**src/rtl/ram_arbiter.sv**
```systemverilog
// Three-way SRAM arbiter (video > starved DMA > CPU > DMA); every access is ADDR then DATA.
// Define RAM_ARB_DMA_EN to build the DMA port and its starvation counter.
module ram_arbiter #(
   parameter int DMA_STARVE_MAX = 4
) (
   input  logic        clk28,
   input  logic        rst_n,
   input  logic        video_req,
   input  logic [18:0] video_addr,
   output logic        video_ack,
   output logic [7:0]  video_rdata,
   input  logic        cpu_req,
   input  logic        cpu_wr,
   input  logic [18:0] cpu_addr,
   input  logic [7:0]  cpu_wdata,
   output logic        cpu_ack,
   output logic [7:0]  cpu_rdata,
   output logic        cpu_wait,
   input  logic        dma_req,
   input  logic        dma_wr,
   input  logic [18:0] dma_addr,
   input  logic [7:0]  dma_wdata,
   output logic        dma_ack,
   output logic [7:0]  dma_rdata,
   output logic [18:0] ram_a,
   output logic [7:0]  ram_dout,
   output logic        ram_dout_oe,
   input  logic [7:0]  ram_din,
   output logic        ram_n_oe,
   output logic        ram_n_we
);
   typedef enum logic [1:0] {IDLE = 2'd0, ADDR = 2'd1, DATA = 2'd2} state_t;
   typedef enum logic [1:0] {OWN_VID = 2'd0, OWN_CPU = 2'd1, OWN_DMA = 2'd2} owner_t;

   localparam logic [2:0] STARVE_MAX = 3'(DMA_STARVE_MAX);

   state_t      state_r, state_s;
   owner_t      owner_r, grant_s;
   logic        done_s, grant_en_s, any_pend_s, starved_s;
   logic        vid_pend_s, cpu_pend_s, dma_pend_s;
   logic        wr_r, wr_s;
   logic [18:0] addr_r, addr_s;
   logic [7:0]  wdata_r, wdata_s;
   logic        video_ack_r, cpu_ack_r, dma_ack_r;
   logic [7:0]  video_rdata_r, cpu_rdata_r, dma_rdata_r;
   logic        ram_n_oe_r, ram_n_we_r, ram_dout_oe_r;

   // A requester still holding req while its own access finishes or is being acked is not a new request.
   assign done_s     = (state_r == DATA);
   assign vid_pend_s = video_req && !video_ack_r && !(done_s && owner_r == OWN_VID);
   assign cpu_pend_s = cpu_req && !cpu_ack_r && !(done_s && owner_r == OWN_CPU);

`ifdef RAM_ARB_DMA_EN
   logic [2:0] starve_r;

   assign dma_pend_s = dma_req && !dma_ack_r && !(done_s && owner_r == OWN_DMA);
   assign starved_s  = (starve_r >= STARVE_MAX);

   // Starvation counter: counts CPU grants that overtook a waiting DMA request
   always_ff @(posedge clk28 or negedge rst_n) begin
      if (!rst_n) begin
         starve_r <= 3'd0;
      end else if (!dma_req) begin
         starve_r <= 3'd0;
      end else if (grant_en_s && grant_s == OWN_DMA) begin
         starve_r <= 3'd0;
      end else if (grant_en_s && grant_s == OWN_CPU && starve_r < STARVE_MAX) begin
         starve_r <= starve_r + 3'd1;
      end
   end
`else
   logic dma_unused_s;

   assign dma_pend_s   = 1'b0;
   assign starved_s    = 1'b0;
   assign dma_unused_s = ^{dma_req, STARVE_MAX};
`endif

   assign any_pend_s = vid_pend_s || cpu_pend_s || dma_pend_s;

   // Priority select of the next owner
   always_comb begin
      grant_s = OWN_CPU;
      if (vid_pend_s) begin
         grant_s = OWN_VID;
      end else if (dma_pend_s && starved_s) begin
         grant_s = OWN_DMA;
      end else if (cpu_pend_s) begin
         grant_s = OWN_CPU;
      end else if (dma_pend_s) begin
         grant_s = OWN_DMA;
      end else begin
         grant_s = OWN_CPU;
      end
   end

   // Next-state logic
   always_comb begin
      state_s = state_r;
      case (state_r)
         IDLE:    if (any_pend_s) state_s = ADDR; else state_s = IDLE;
         ADDR:    state_s = DATA;
         DATA:    if (any_pend_s) state_s = ADDR; else state_s = IDLE;
         default: state_s = IDLE;
      endcase
   end

   assign grant_en_s = (state_s == ADDR) && (state_r != ADDR);

   // Address, direction and write data are latched only at grant
   always_comb begin
      addr_s  = addr_r;
      wr_s    = wr_r;
      wdata_s = wdata_r;
      if (grant_en_s) begin
         case (grant_s)
            OWN_VID: begin addr_s = video_addr; wr_s = 1'b0; end
            OWN_CPU: begin addr_s = cpu_addr; wr_s = cpu_wr; wdata_s = cpu_wdata; end
            OWN_DMA: begin addr_s = dma_addr; wr_s = dma_wr; wdata_s = dma_wdata; end
            default: begin addr_s = addr_r; wr_s = wr_r; wdata_s = wdata_r; end
         endcase
      end else begin
         addr_s  = addr_r;
         wr_s    = wr_r;
         wdata_s = wdata_r;
      end
   end

   // FSM, access registers and SRAM strobes (read: OE over ADDR+DATA; write: WE in DATA only)
   always_ff @(posedge clk28 or negedge rst_n) begin
      if (!rst_n) begin
         state_r       <= IDLE;
         owner_r       <= OWN_VID;
         addr_r        <= 19'd0;
         wr_r          <= 1'b0;
         wdata_r       <= 8'd0;
         ram_n_oe_r    <= 1'b1;
         ram_n_we_r    <= 1'b1;
         ram_dout_oe_r <= 1'b0;
      end else begin
         state_r       <= state_s;
         if (grant_en_s) owner_r <= grant_s;
         addr_r        <= addr_s;
         wr_r          <= wr_s;
         wdata_r       <= wdata_s;
         ram_n_oe_r    <= !((state_s != IDLE) && !wr_s);
         ram_dout_oe_r <= (state_s != IDLE) && wr_s;
         ram_n_we_r    <= !((state_s == DATA) && wr_s);
      end
   end

   // Completion: ack pulse and read data land in the cycle after DATA
   always_ff @(posedge clk28 or negedge rst_n) begin
      if (!rst_n) begin
         video_ack_r   <= 1'b0;
         cpu_ack_r     <= 1'b0;
         dma_ack_r     <= 1'b0;
         video_rdata_r <= 8'd0;
         cpu_rdata_r   <= 8'd0;
         dma_rdata_r   <= 8'd0;
      end else begin
         video_ack_r <= done_s && owner_r == OWN_VID;
         cpu_ack_r   <= done_s && owner_r == OWN_CPU;
         dma_ack_r   <= done_s && owner_r == OWN_DMA;
         if (done_s && owner_r == OWN_VID) video_rdata_r <= ram_din;
         if (done_s && owner_r == OWN_CPU && !wr_r) cpu_rdata_r <= ram_din;
         if (done_s && owner_r == OWN_DMA && !wr_r) dma_rdata_r <= ram_din;
      end
   end

   assign video_ack   = video_ack_r;
   assign video_rdata = video_rdata_r;
   assign cpu_ack     = cpu_ack_r;
   assign cpu_rdata   = cpu_rdata_r;
   assign cpu_wait    = rst_n && cpu_req && !cpu_ack_r;
   assign dma_ack     = dma_ack_r;
   assign dma_rdata   = dma_rdata_r;
   assign ram_a       = addr_r;
   assign ram_dout    = wdata_r;
   assign ram_dout_oe = ram_dout_oe_r;
   assign ram_n_oe    = ram_n_oe_r;
   assign ram_n_we    = ram_n_we_r;
endmodule

```
**config.mk**
```make
export PLATFORM = sky130hd
export DESIGN_NAME = ram_arbiter
export DESIGN_NICKNAME = d
export VERILOG_FILES = /design/src/rtl/ram_arbiter.sv
export SDC_FILE = /design/constraint.sdc
export NUM_CORES = 1
export LEC_CHECK = 0
export CAP_MARGIN = 0
export CORE_MARGIN = 2
export CORE_UTILIZATION = 39
export DETAILED_ROUTE_END_ITERATION = 7
export GPL_TIMING_DRIVEN = 0
export PLACE_DENSITY = 0.94
export SYNTH_ARGS = -nofsm -noshare
export SYNTH_HDL_FRONTEND = slang
export SYNTH_SLANG_ARGS = --single-unit
export TNS_END_PERCENT = 1
```
**constraint.sdc**
```tcl
create_clock -name clk28 -period 2.7 [get_ports clk28]
set_clock_uncertainty 0.1 [all_clocks]
set_input_delay 0.27 -clock clk28 [delete_from_list [all_inputs] [get_ports clk28]]
set_output_delay 0.27 -clock clk28 [all_outputs]
set_load 0.05 [all_outputs]
```
==> results of run 1 <==
[kinds of logic after synthesis]
| family | after synthesis | synth area share |
|---|---|---|
| buf+inv | 79 | 0.1673 |
| simple gates | 16 | 0.03953 |
| other cells | 1 | 0.001623 |
| flops | 52 | 0.5642 |
| compound gates | 25 | 0.1105 |
| mux | 24 | 0.1169 |
[how the worst max path moves through the flow]
stage | startpoint | endpoint | cells past startpoint
after floorplan | cpu_ack$_DFF_PN0_ | ram_dout[0]$_DFFE_PN0P_ | 4
after global placement | rst_n | cpu_wait | 4
after detailed placement | cpu_req | ram_dout[6]$_DFFE_PN0P_ | 5
after CTS | rst_n | cpu_wait | 5
after global routing | rst_n | cpu_wait | 5
final | rst_n | cpu_wait | 5
[sequential cells by signal (all words and copies together) (netlist names)]
register     cells
cpu_ack          1
cpu_rdata        8
owner_r          1
ram_a           19
ram_dout         8
ram_dout_oe      1
ram_n_oe         1
ram_n_we         1
state_r          2
video_ack        1
video_rdata      8
wr_r             1
[power by group]
part           internal (mW)  switching (mW)
Sequential              1.16           0.186
Clock                  0.186           0.274
Combinational           1.09            1.85
Total                   2.43            2.31
[critical path: stages]
cell            delay, ps
dlygate4sd3_1         520
buf_2                 380
inv_1                  90
nor2_1                130
dlymetal6s2s_1        430
[repair_timing]
item	4_1_cts	5_1_grt
resized for setup	0	1
hold buffers	1	0
hold endpoints to repair	15	0
endpoints found under the setup margin	0	1
[Yosys cell counts, types with 3 or more instances]
cell      count
inv_1        60
dfrtp_1      50
a222oi_1     19
mux2_2       16
buf_4         9
mux2_1        8
buf_6         6
nor2_1        6
buf_2         3
[area by class of cell]
class                   instances  area (µm²)
fillers                       490        2191
flip-flops and latches         52        1304
repair buffers                109        1099
multi-input cells              74       650.6
inverters                      61       236.5
plain buffers                  18       150.1
well taps                      75       93.84
clock buffers                   5       68.82
clock inverters                 3       22.52
[per-layer routing]
layer,vias up,part of all wire,global-route usage
li1,882,-,-
met1,897,0.39,0.2027
met2,67,0.52,0.2860
met3,11,0.073,0.05556
met4,0,0.017,0.05424
met5,-,0,0
[stage by stage]
step | setup TNS [ps] | utilization | area [µm²] | hold WS (ps) | std cells
3_5_place_dp | 0 | 0.6054 | 3521 | 136.4 | 388
6_report | 0 | 0.6233 | 3625 | 325.7 | 397
5_1_grt | 0 | 0.6233 | 3625 | 354.6 | 397
4_1_cts | 0 | 0.6228 | 3622 | 321.2 | 397
3_3_place_gp | -16390 | 0.6028 | 3506 | 366.2 | 387
2_1_floorplan | 0 | - | 2341 | -125.6 | 205
==> results.md, run 1 <==
- Clock sink count: 52
- Vias in the first global route: around 1800
- CTS tree: done
- Syn Area/Cell: between 10 and 15 µm²
- Synth area leaders: dfrtp_1 54%, inv_1 9.7%, a222oi_1 8.2%
- P_leak: around 1.8 nW
- Via total after detailed routing: between 1500 and 2000
- Die height: 80.98 µm
- Grt ovf: 0
- Synth area leader: dfrtp_1
- Post-synth ARST share: 1.000
- Max FO, Critical Path: 19
- Primary FF master, synth: dfrtp_1
- Final worst path period need: between 2000 and 2500 ps
- Drt wl/cell: between 10 and 15 µm
- Buffer count from post-CTS setup fixing: 0
- Number of synthesis warnings: 0
- Status: completed
- Max Fclk: around 0.45 GHz
- Fraction of layout cells with a size suffix above 1: 0.1615
- Largest net degree at the start of global routing: 36
- Critical Path Sink Type: output port
- Fin. Hold Viols: 0
- Vias per cell: between 4 and 5
- Clock Latency Late Sink: roughly 310 ps
- Antenna cell count: 0
- Max-Cap Viols: 0
- Initial DRC Count: between 150 and 200
- Post-synthesis register bit count: 52
- CTS root buffer: clkbuf_8
- CTS clock-pin slew for the worst setup and hold paths: 100 ps
- Library cells used by synthesis: 24
- Data arrival, critical path: between 1500 and 2000 ps
- Crit Reg-Reg Endpoint: ram_dout[3]$_DFFE_PN0P_
- Final setup viols: 0
- Pre-CTS setup slack: 467.1 ps
- Post-route ant nets: 0
- Max-slew headroom: 0.5547
- Gate Count Post-Synth: just under 200
- RePlAce Congestion: ~0.78
- Die X: 80.98 µm
- Final period util: 0.8168
- Num CTS Buffers: 5
- Critical path startpoint category: input port
- Final slew viol count: 0
- Unrepaired setup endpoints after global routing: false
- R2R cell count: 7
- Number of port buffers: 107
- Synth top area share: 0.5414
- Sequential cell area fraction in the yosys report: 0.5642
- IO Pins: ~150
- Post-synth EDFFs: 0
- Initial antenna violation count: 0
- Most common cell after layout, fill and taps aside: clkdlybuf4s50_1
- Initial DRT Pass Iterations: 7
- Hold/Removal Path Class: input port to async pin
- Tightest Pin Transition: around 660 ps
- Synth Cell Area: approximately 0.0023 mm²
- Worst Setup Path Type: input port to output port
- Overall Global Routing Usage: 0.1687
- DP Wirelength: about 4100 µm
- Min setup slack post-route: between 400 and 500 ps
- Area grow syn2layout: 56.85%
- H-tree levels: 2
- Fin nets: 409
- Register-to-register setup slack: approximately 730 ps
- CORE AREA: 0.005816 mm²
- Num rows: 28
- WL final: between 5000 and 6000 µm
- First-pass GRT wire length: approximately 8400 µm
- Launch point of the worst reg-to-reg path: state_r[0]$_DFF_PN0_
- Peak VDD IR: between 0.7 and 0.8 mV
- Initial Util: 0.3974
- Most frequent cells in the layout: 105 x clkdlybuf4s50_1, 60 x inv_1, 50 x dfrtp_1
- PD cells: 1308 mW/mm²
- Overall Power: roughly 4.7 mW
- Drt drc: 0
- Die ar.: 0.006557 mm²
- Req. time, crit path: 2330 ps
- CTS Buffer Depth: 2
No activity file was read; power rests on OpenSTA's default activity.
==> run 2: changes to the inputs <==
--- a/config.mk
+++ b/config.mk
@@ -7,10 +7,10 @@
 export LEC_CHECK = 0
 export CAP_MARGIN = 0
 export CORE_MARGIN = 2
-export CORE_UTILIZATION = 39
+export CORE_UTILIZATION = 33
 export DETAILED_ROUTE_END_ITERATION = 7
 export GPL_TIMING_DRIVEN = 0
-export PLACE_DENSITY = 0.94
+export PLACE_DENSITY = 0.85
 export SYNTH_ARGS = -nofsm -noshare
 export SYNTH_HDL_FRONTEND = slang
 export SYNTH_SLANG_ARGS = --single-unit
==> constraint.sdc (replaced) <==
create_clock -name clk28 -period 1.9 [get_ports clk28]
set_clock_uncertainty 0.1 [all_clocks]
set_input_delay 0.19 -clock clk28 [delete_from_list [all_inputs] [get_ports clk28]]
set_output_delay 0.19 -clock clk28 [all_outputs]
set_load 0.05 [all_outputs]
==> run 2 against run 1 <==
Net effect:
- first-iteration DRC count fell by 40%
- critical path depth rose by 2
- sequential share of layout area fell by 1.8 points
- routed wire length rose by 7.4%
- the flow now finishes with violations (negative setup slack)
- clock power rose by 62%
==> results.md, run 2 (same netlist as run 1, synthesis figures left out) <==
- Largest net degree at the start of global routing: 35 (was 36)
- Max-Cap Viols: 0 (unchanged)
- Die ar.: 0.007689 mm² (was 0.006557 mm²)
- Num rows: 30 (was 28)
- WP buf/inv: 4 (unchanged)
- Via total after detailed routing: 1915 (was 1857)
- Overall Global Routing Usage: 0.1463 (was 0.1687)
- DP Wirelength: 4238 µm (was 4131 µm)
- Req. time, crit path: 1990 ps (was 2330 ps)
- Initial antenna violation count: 0 (unchanged)
- Max stage delay cell, worst path: dfrtp_1 (was dlygate4sd3_1)
- CP dominant cell by count: buf_6
- WL final: 5780 µm (was 5383 µm)
- Grt ovf: 0 (unchanged)
- Data arrival, critical path: 2010 ps (was 1840 ps)
- Sw Share: 0.4682 (was 0.4864)
- Most common cell after layout, fill and taps aside: clkdlybuf4s50_1 (unchanged)
- Number of port buffers: 107 (unchanged)
- Vias per cell: 4.474 (was 4.678)
- TNS Setup: -39.12 ps (was 0 ps)
- CORE AREA: 0.006794 mm² (was 0.005816 mm²)
- Critical Path Sink Type: flop (was output port)
- Combined area of the multi-input logic cells: 686.9 µm² (was 650.6 µm²)
- Drt wl/cell: 13.50 µm (was 13.56 µm)
- Max Fclk: 0.5222 GHz
- Unrepaired setup endpoints after global routing: true (was false)
- Final period util: 1.008
- Antenna cell count: 0 (unchanged)
- CP Cell Sequence: buf_6 -> or3b_1 -> buf_6 -> clkinv_8 -> o211a_4 -> clkbuf_16 -> mux2_4 (was dlygate4sd3_1 -> buf_2 -> inv_1 -> nor2_1 -> dlymetal6s2s_1)
- RePlAce Congestion: 0.7048 (was 0.7806)
- Hold/Removal Path Class: input port to flop (was input port to async pin)
- Switching pwr: 3.329 mW (was 2.305 mW)
- Worst Setup Path Type: flop to flop (was input port to output port)
- Failing checks: negative setup slack
- Tightest Pin Transition: 816.1 ps (was 664.4 ps)
- Initial Util: 0.3401 (was 0.3974)
- R2R cell count: 7 (unchanged)
- Max-slew headroom: 0.4541 (was 0.5547)
- Most frequent cells in the layout: 103 x clkdlybuf4s50_1, 60 x inv_1, 50 x dfrtp_1 (was 105 x clkdlybuf4s50_1, 60 x inv_1, 50 x dfrtp_1)
- Critical path's top delay family: buffers and inverters (unchanged)
- Placed cell count: 409 (was 388)
- Core Util, Final: 0.5619 (was 0.6233)
- Worst hold stages: 3
- Fraction of layout cells with a size suffix above 1: 0.2018 (was 0.1615)
- P_leak: 1.846 nW (was 1.765 nW)
- Clock power share: 0.105 (was 0.097)
- CTS clock-pin slew for the worst setup and hold paths: 90 ps (was 100 ps)
- Fin nets: 419 (was 409)
- Min setup slack post-route: -15.05 ps (was 494.6 ps)
- Num CTS Buffers: 5 (unchanged)
- Clock Latency Late Sink: 300 ps (was 310 ps)
- Die X: 87.69 µm (was 80.98 µm)
- CTS tree: done (unchanged)
- Final setup viols: 4 (was 0)
- Hold WS: 333.8 ps (was 325.7 ps)
- Final slew viol count: 0 (unchanged)
- Initial DRC Count: 94 (was 157)
- Post-route ant nets: 0 (unchanged)
- PD cells: 1862 mW/mm² (was 1308 mW/mm²)
- Critical path startpoint category: flop (was input port)
- Max FO, Critical Path: 6 (was 19)
- CTS Buffer Depth: 2 (unchanged)
- Vias in the first global route: 1871 (was 1805)
- Overall Power: 7.110 mW (was 4.740 mW)
- Status: finished, violations left (was completed)
- FF+latch area: 0.001304 mm² (unchanged)
- CP max stage delay: 380 ps (was 520 ps)
- Fillers: 614 (was 490)
- Area grow syn2layout: 65.19% (was 56.85%)
- Finished Layout Cells: 428 (was 397)
- H-tree levels: 2 (unchanged)
- Max FFs per register: 19 (unchanged)
- Power Internal: 3.781 mW (was 2.435 mW)
- Peak VDD IR: 0.8628 mV (was 0.7950 mV)
- Fin. Hold Viols: 0 (unchanged)
- Clock sink count: 52 (unchanged)
- Final worst path period need: 1915 ps
- Drt drc: 0 (unchanged)
- Combinational power share: 0.620 (was 0.619)
- CTS root buffer: clkbuf_8 (unchanged)
- IO Pins: 146 (unchanged)
- Die height: 87.69 µm (was 80.98 µm)
- Critical path depth: 7 (was 5)
- First-pass GRT wire length: 8625 µm (was 8383 µm)
- Initial DRT Pass Iterations: 6 (was 7)
- Flop pwr share: 0.275 (was 0.284)
[run 2: what timing repair did]
item / in CTS / in global routing
endpoints found under the setup margin: 30 / 28
hold endpoints to repair: 18 / 0
pin swaps: 1 / 2
gates resized for setup: 6 / 10
gates cloned: 0 / 1
buffers inserted: 0 / 7
hold buffers: 3 / 0
[run 2: through the flow]
stage / setup slack, ps / area, µm²
after detailed placement: -279.2 / 3547
after floorplan: 1.710 / 2341
final: -15.05 / 3817
after global routing: -64.55 / 3817
after global placement: -1869 / 3532
after CTS: -83.48 / 3699
[run 2: power by group through the flow]
| stage | clock (mW) | combinational [mW] | sequential (mW) |
|---|---|---|---|
| floorplan | 0 | 1.08 | 3.65 |
| global placement | 0 | 4.14 | 1.94 |
| detailed placement | 0 | 4.21 | 1.97 |
| CTS | 0.775 | 4.23 | 1.95 |
| global route | 0.810 | 4.63 | 2.02 |
| finish | 0.747 | 4.41 | 1.95 |
[run 2: tightest hold or removal path, delay by kind of cell]
family / cells / cell delay (ps)
AOI/OAI and AO/OA: 1 / 60
buffers and inverters: 2 / 440
[run 2: path summary, 6_finish.rpt]
| kind | endpoint | startpoint | slack (ps) |
|---|---|---|---|
| worst min register to register | cpu_rdata[2]$_DFFE_PN0P_ | cpu_rdata[2]$_DFFE_PN0P_ | 410 |
| worst max-delay path | ram_dout[2]$_DFFE_PN0P_ | state_r[0]$_DFF_PN0_ | -20 |
| worst min-delay path | ram_a[16]$_DFFE_PN0N_ | cpu_addr[16] | 330 |
| max in group asynchronous | ram_a[11]$_DFFE_PN0N_ | rst_n | 730 |
| worst max register to register | ram_dout[2]$_DFFE_PN0P_ | state_r[0]$_DFF_PN0_ | -20 |
| min in group asynchronous | cpu_rdata[5]$_DFFE_PN0P_ | rst_n | 440 |
[run 2: layer usage]
| metal | wire [µm] | vias up | track usage |
|---|---|---|---|
| met4 | 106 | 0 | 0.05874 |
| li1 | - | 893 | - |
| met5 | 0 | - | 0 |
| met2 | 3085 | 73 | 0.2590 |
| met1 | 2233 | 941 | 0.1684 |
| met3 | 355 | 8 | 0.03770 |
[run 2: cell type report]
class                   count  area share
flip-flops and latches     52      0.3415
repair buffers            119      0.3143
multi-input cells          74      0.1799
inverters                  61     0.06326
plain buffers              18     0.04163
well taps                  96     0.03147
clock buffers               7     0.01999
clock inverters             1    0.007866
==> run 3: changes to the inputs <==
--- a/config.mk
+++ b/config.mk
@@ -9,7 +9,6 @@
 export CORE_MARGIN = 2
 export CORE_UTILIZATION = 33
 export DETAILED_ROUTE_END_ITERATION = 7
-export GPL_TIMING_DRIVEN = 0
 export PLACE_DENSITY = 0.85
 export SYNTH_ARGS = -nofsm -noshare
 export SYNTH_HDL_FRONTEND = slang
==> run 3 against run 2 <==
Net effect:
- sequential cell count is the same
- the flow now finishes without violations
- critical path depth is 6 lower
- worst setup slack better by 89 ps
- sequential power about the same
- sequential share of layout area rose by 1.7 points
- critical endpoint is now video_ack
- routed wire length decreased by 5.4%
- fmax up 4.9%
- non-clock buffer count down 15
- clock power decreased by 12%
- largest cell class is now registers
==> results.md, run 3 (same netlist as run 1, synthesis figures left out) <==
- Status: completed (was finished, violations left)
- Drt wl/cell: 13.24 µm (was 13.50 µm)
- Die height: 87.69 µm (unchanged)
- Post-route ant nets: 0 (unchanged)
- Tightest Pin Transition: 641.1 ps (was 816.1 ps)
- Final setup viols: 0 (was 4)
- Overall Power: 6.857 mW (was 7.110 mW)
- Peak VDD IR: 0.9534 mV (was 0.8628 mV)
- Fin. Hold Viols: 0 (unchanged)
- Initial DRT Pass Iterations: 5 (was 6)
- Area grow syn2layout: 57.55% (was 65.19%)
- Hold WS: 317.9 ps (was 333.8 ps)
- Fin nets: 404 (was 419)
- P_leak: 1.734 nW (was 1.846 nW)
- CTS Buffer Depth: 2 (unchanged)
- Core Util, Final: 0.5359 (was 0.5619)
- WL final: 5467 µm (was 5780 µm)
- Max stage delay cell, worst path: clkdlybuf4s50_1 (was dfrtp_1)
- Clock sink count: 52 (unchanged)
- Via total after detailed routing: 1838 (was 1915)
- Number of port buffers: 107 (unchanged)
- Max FFs per register: 19 (unchanged)
- First-pass GRT wire length: 8797 µm (was 8625 µm)
- Antenna cell count: 0 (unchanged)
- Clock Latency Late Sink: 310 ps (was 300 ps)
- Critical path startpoint category: flop (unchanged)
- Final period util: 0.9611 (was 1.008)
- Placed cell count: 404 (was 409)
- Most frequent cells in the layout: 102 x clkdlybuf4s50_1, 60 x inv_1, 50 x dfrtp_1 (was 103 x clkdlybuf4s50_1, 60 x inv_1, 50 x dfrtp_1)
- Max FO, Critical Path: 3 (was 6)
- Die X: 87.69 µm (unchanged)
- Initial antenna violation count: 0 (unchanged)
- Critical path's top delay family: buffers and inverters (unchanged)
- Die ar.: 0.007689 mm² (unchanged)
- Hold/Removal Path Class: input port to flop (unchanged)
- H-tree levels: 2 (unchanged)
- Vias in the first global route: 1912 (was 1871)
- TNS Setup: 0 ps (was -39.12 ps)
- Num rows: 30 (unchanged)
- Grt ovf: 0 (unchanged)
- Num CTS Buffers: 5 (unchanged)
- Unrepaired setup endpoints after global routing: false (was true)
- WP buf/inv: 1 (was 4)
- CP Cell Sequence: clkdlybuf4s50_1 (was buf_6 -> or3b_1 -> buf_6 -> clkinv_8 -> o211a_4 -> clkbuf_16 -> mux2_4)
- Finished Layout Cells: 413 (was 428)
- Critical Path Sink Type: output port (was flop)
- Fillers: 588 (was 614)
- Fraction of layout cells with a size suffix above 1: 0.1640 (was 0.2018)
- CTS root buffer: clkbuf_8 (unchanged)
- CTS tree: done (unchanged)
- Buffer count from post-CTS setup fixing: 0 (unchanged)
- RePlAce Congestion: 0.7997 (was 0.7048)
- Data arrival, critical path: 1540 ps (was 2010 ps)
- Max Fclk: 0.5476 GHz (was 0.5222 GHz)
- IO Pins: 146 (unchanged)
- Final slew viol count: 0 (unchanged)
- Overall Global Routing Usage: 0.1458 (was 0.1463)
- Largest net degree at the start of global routing: 53 (was 35)
- CORE AREA: 0.006794 mm² (unchanged)
- Max-Cap Viols: 0 (unchanged)
- Initial DRC Count: 105 (was 94)
- PD cells: 1883 mW/mm² (was 1862 mW/mm²)
- Req. time, crit path: 1610 ps (was 1990 ps)
- Vias per cell: 4.450 (was 4.474)
- DP Wirelength: 4124 µm (was 4238 µm)
- CTS clock-pin slew for the worst setup and hold paths: 100 ps (was 90 ps)
- CP max stage delay: 830 ps (was 380 ps)
- Most common cell after layout, fill and taps aside: clkdlybuf4s50_1 (unchanged)
- Drt drc: 0 (unchanged)
- Initial Util: 0.3401 (unchanged)
- Max-slew headroom: 0.5726 (was 0.4541)
- Worst Setup Path Type: flop to output port (was flop to flop)
- Final worst path period need: 1826 ps (was 1915 ps)
[run 3: power breakdown]
| part | switching (mW) | internal (mW) |
|---|---|---|
| clock | 0.386 | 0.269 |
| sequential | 0.277 | 1.65 |
| combinational | 2.65 | 1.62 |
| total | 3.31 | 3.55 |
[run 3: through the flow]
stage               cell area [µm²]  setup WS, ps
global route                   3641         19.06
CTS                            3638         22.34
detailed placement             3535        -86.71
finish                         3641         73.96
floorplan                      2341         1.710
global placement               3535         10.48
[run 3: path summary, 6_finish.rpt]
check,endpoint,cells past startpoint,slack [ps],start
worst max-delay path,video_ack,1,70,video_ack$_DFF_PN0_
worst min-delay path,ram_a[6]$_DFFE_PN0N_,3,320,cpu_addr[6]
worst max register to register,ram_dout[2]$_DFFE_PN0P_,4,130,owner_r[0]$_DFFE_PN0N_
worst min register to register,ram_dout[4]$_DFFE_PN0P_,1,400,ram_dout[4]$_DFFE_PN0P_
max in group asynchronous,ram_a[18]$_DFFE_PN0N_,3,830,rst_n
min in group asynchronous,cpu_rdata[7]$_DFFE_PN0P_,3,440,rst_n
[run 3: per-layer routing]
layer	part of all wire	track usage
met3	0.042	0.02545
met4	0.013	0.04615
met2	0.54	0.2672
met1	0.41	0.1726
met5	0	0
[run 3: cell type report]
| type | count | area, µm² | share of cell area |
|---|---|---|---|
| Sequential cell | 52 | 1304 | 0.3581 |
| Timing Repair Buffer | 122 | 1234 | 0.3388 |
| Multi-Input combinational cell | 74 | 653.1 | 0.1794 |
| Inverter | 61 | 236.5 | 0.06495 |
| Tap cell | 96 | 120.1 | 0.03299 |
| Clock buffer | 5 | 68.82 | 0.01890 |
| Clock inverter | 3 | 25.02 | 0.006873 |
[run 3: repair_timing]
item | 4_1_cts | 5_1_grt
hold endpoints to repair | 50 | 0
setup endpoints to repair | 0 | 9
hold buffers | 1 | 0
resized for setup | 0 | 1
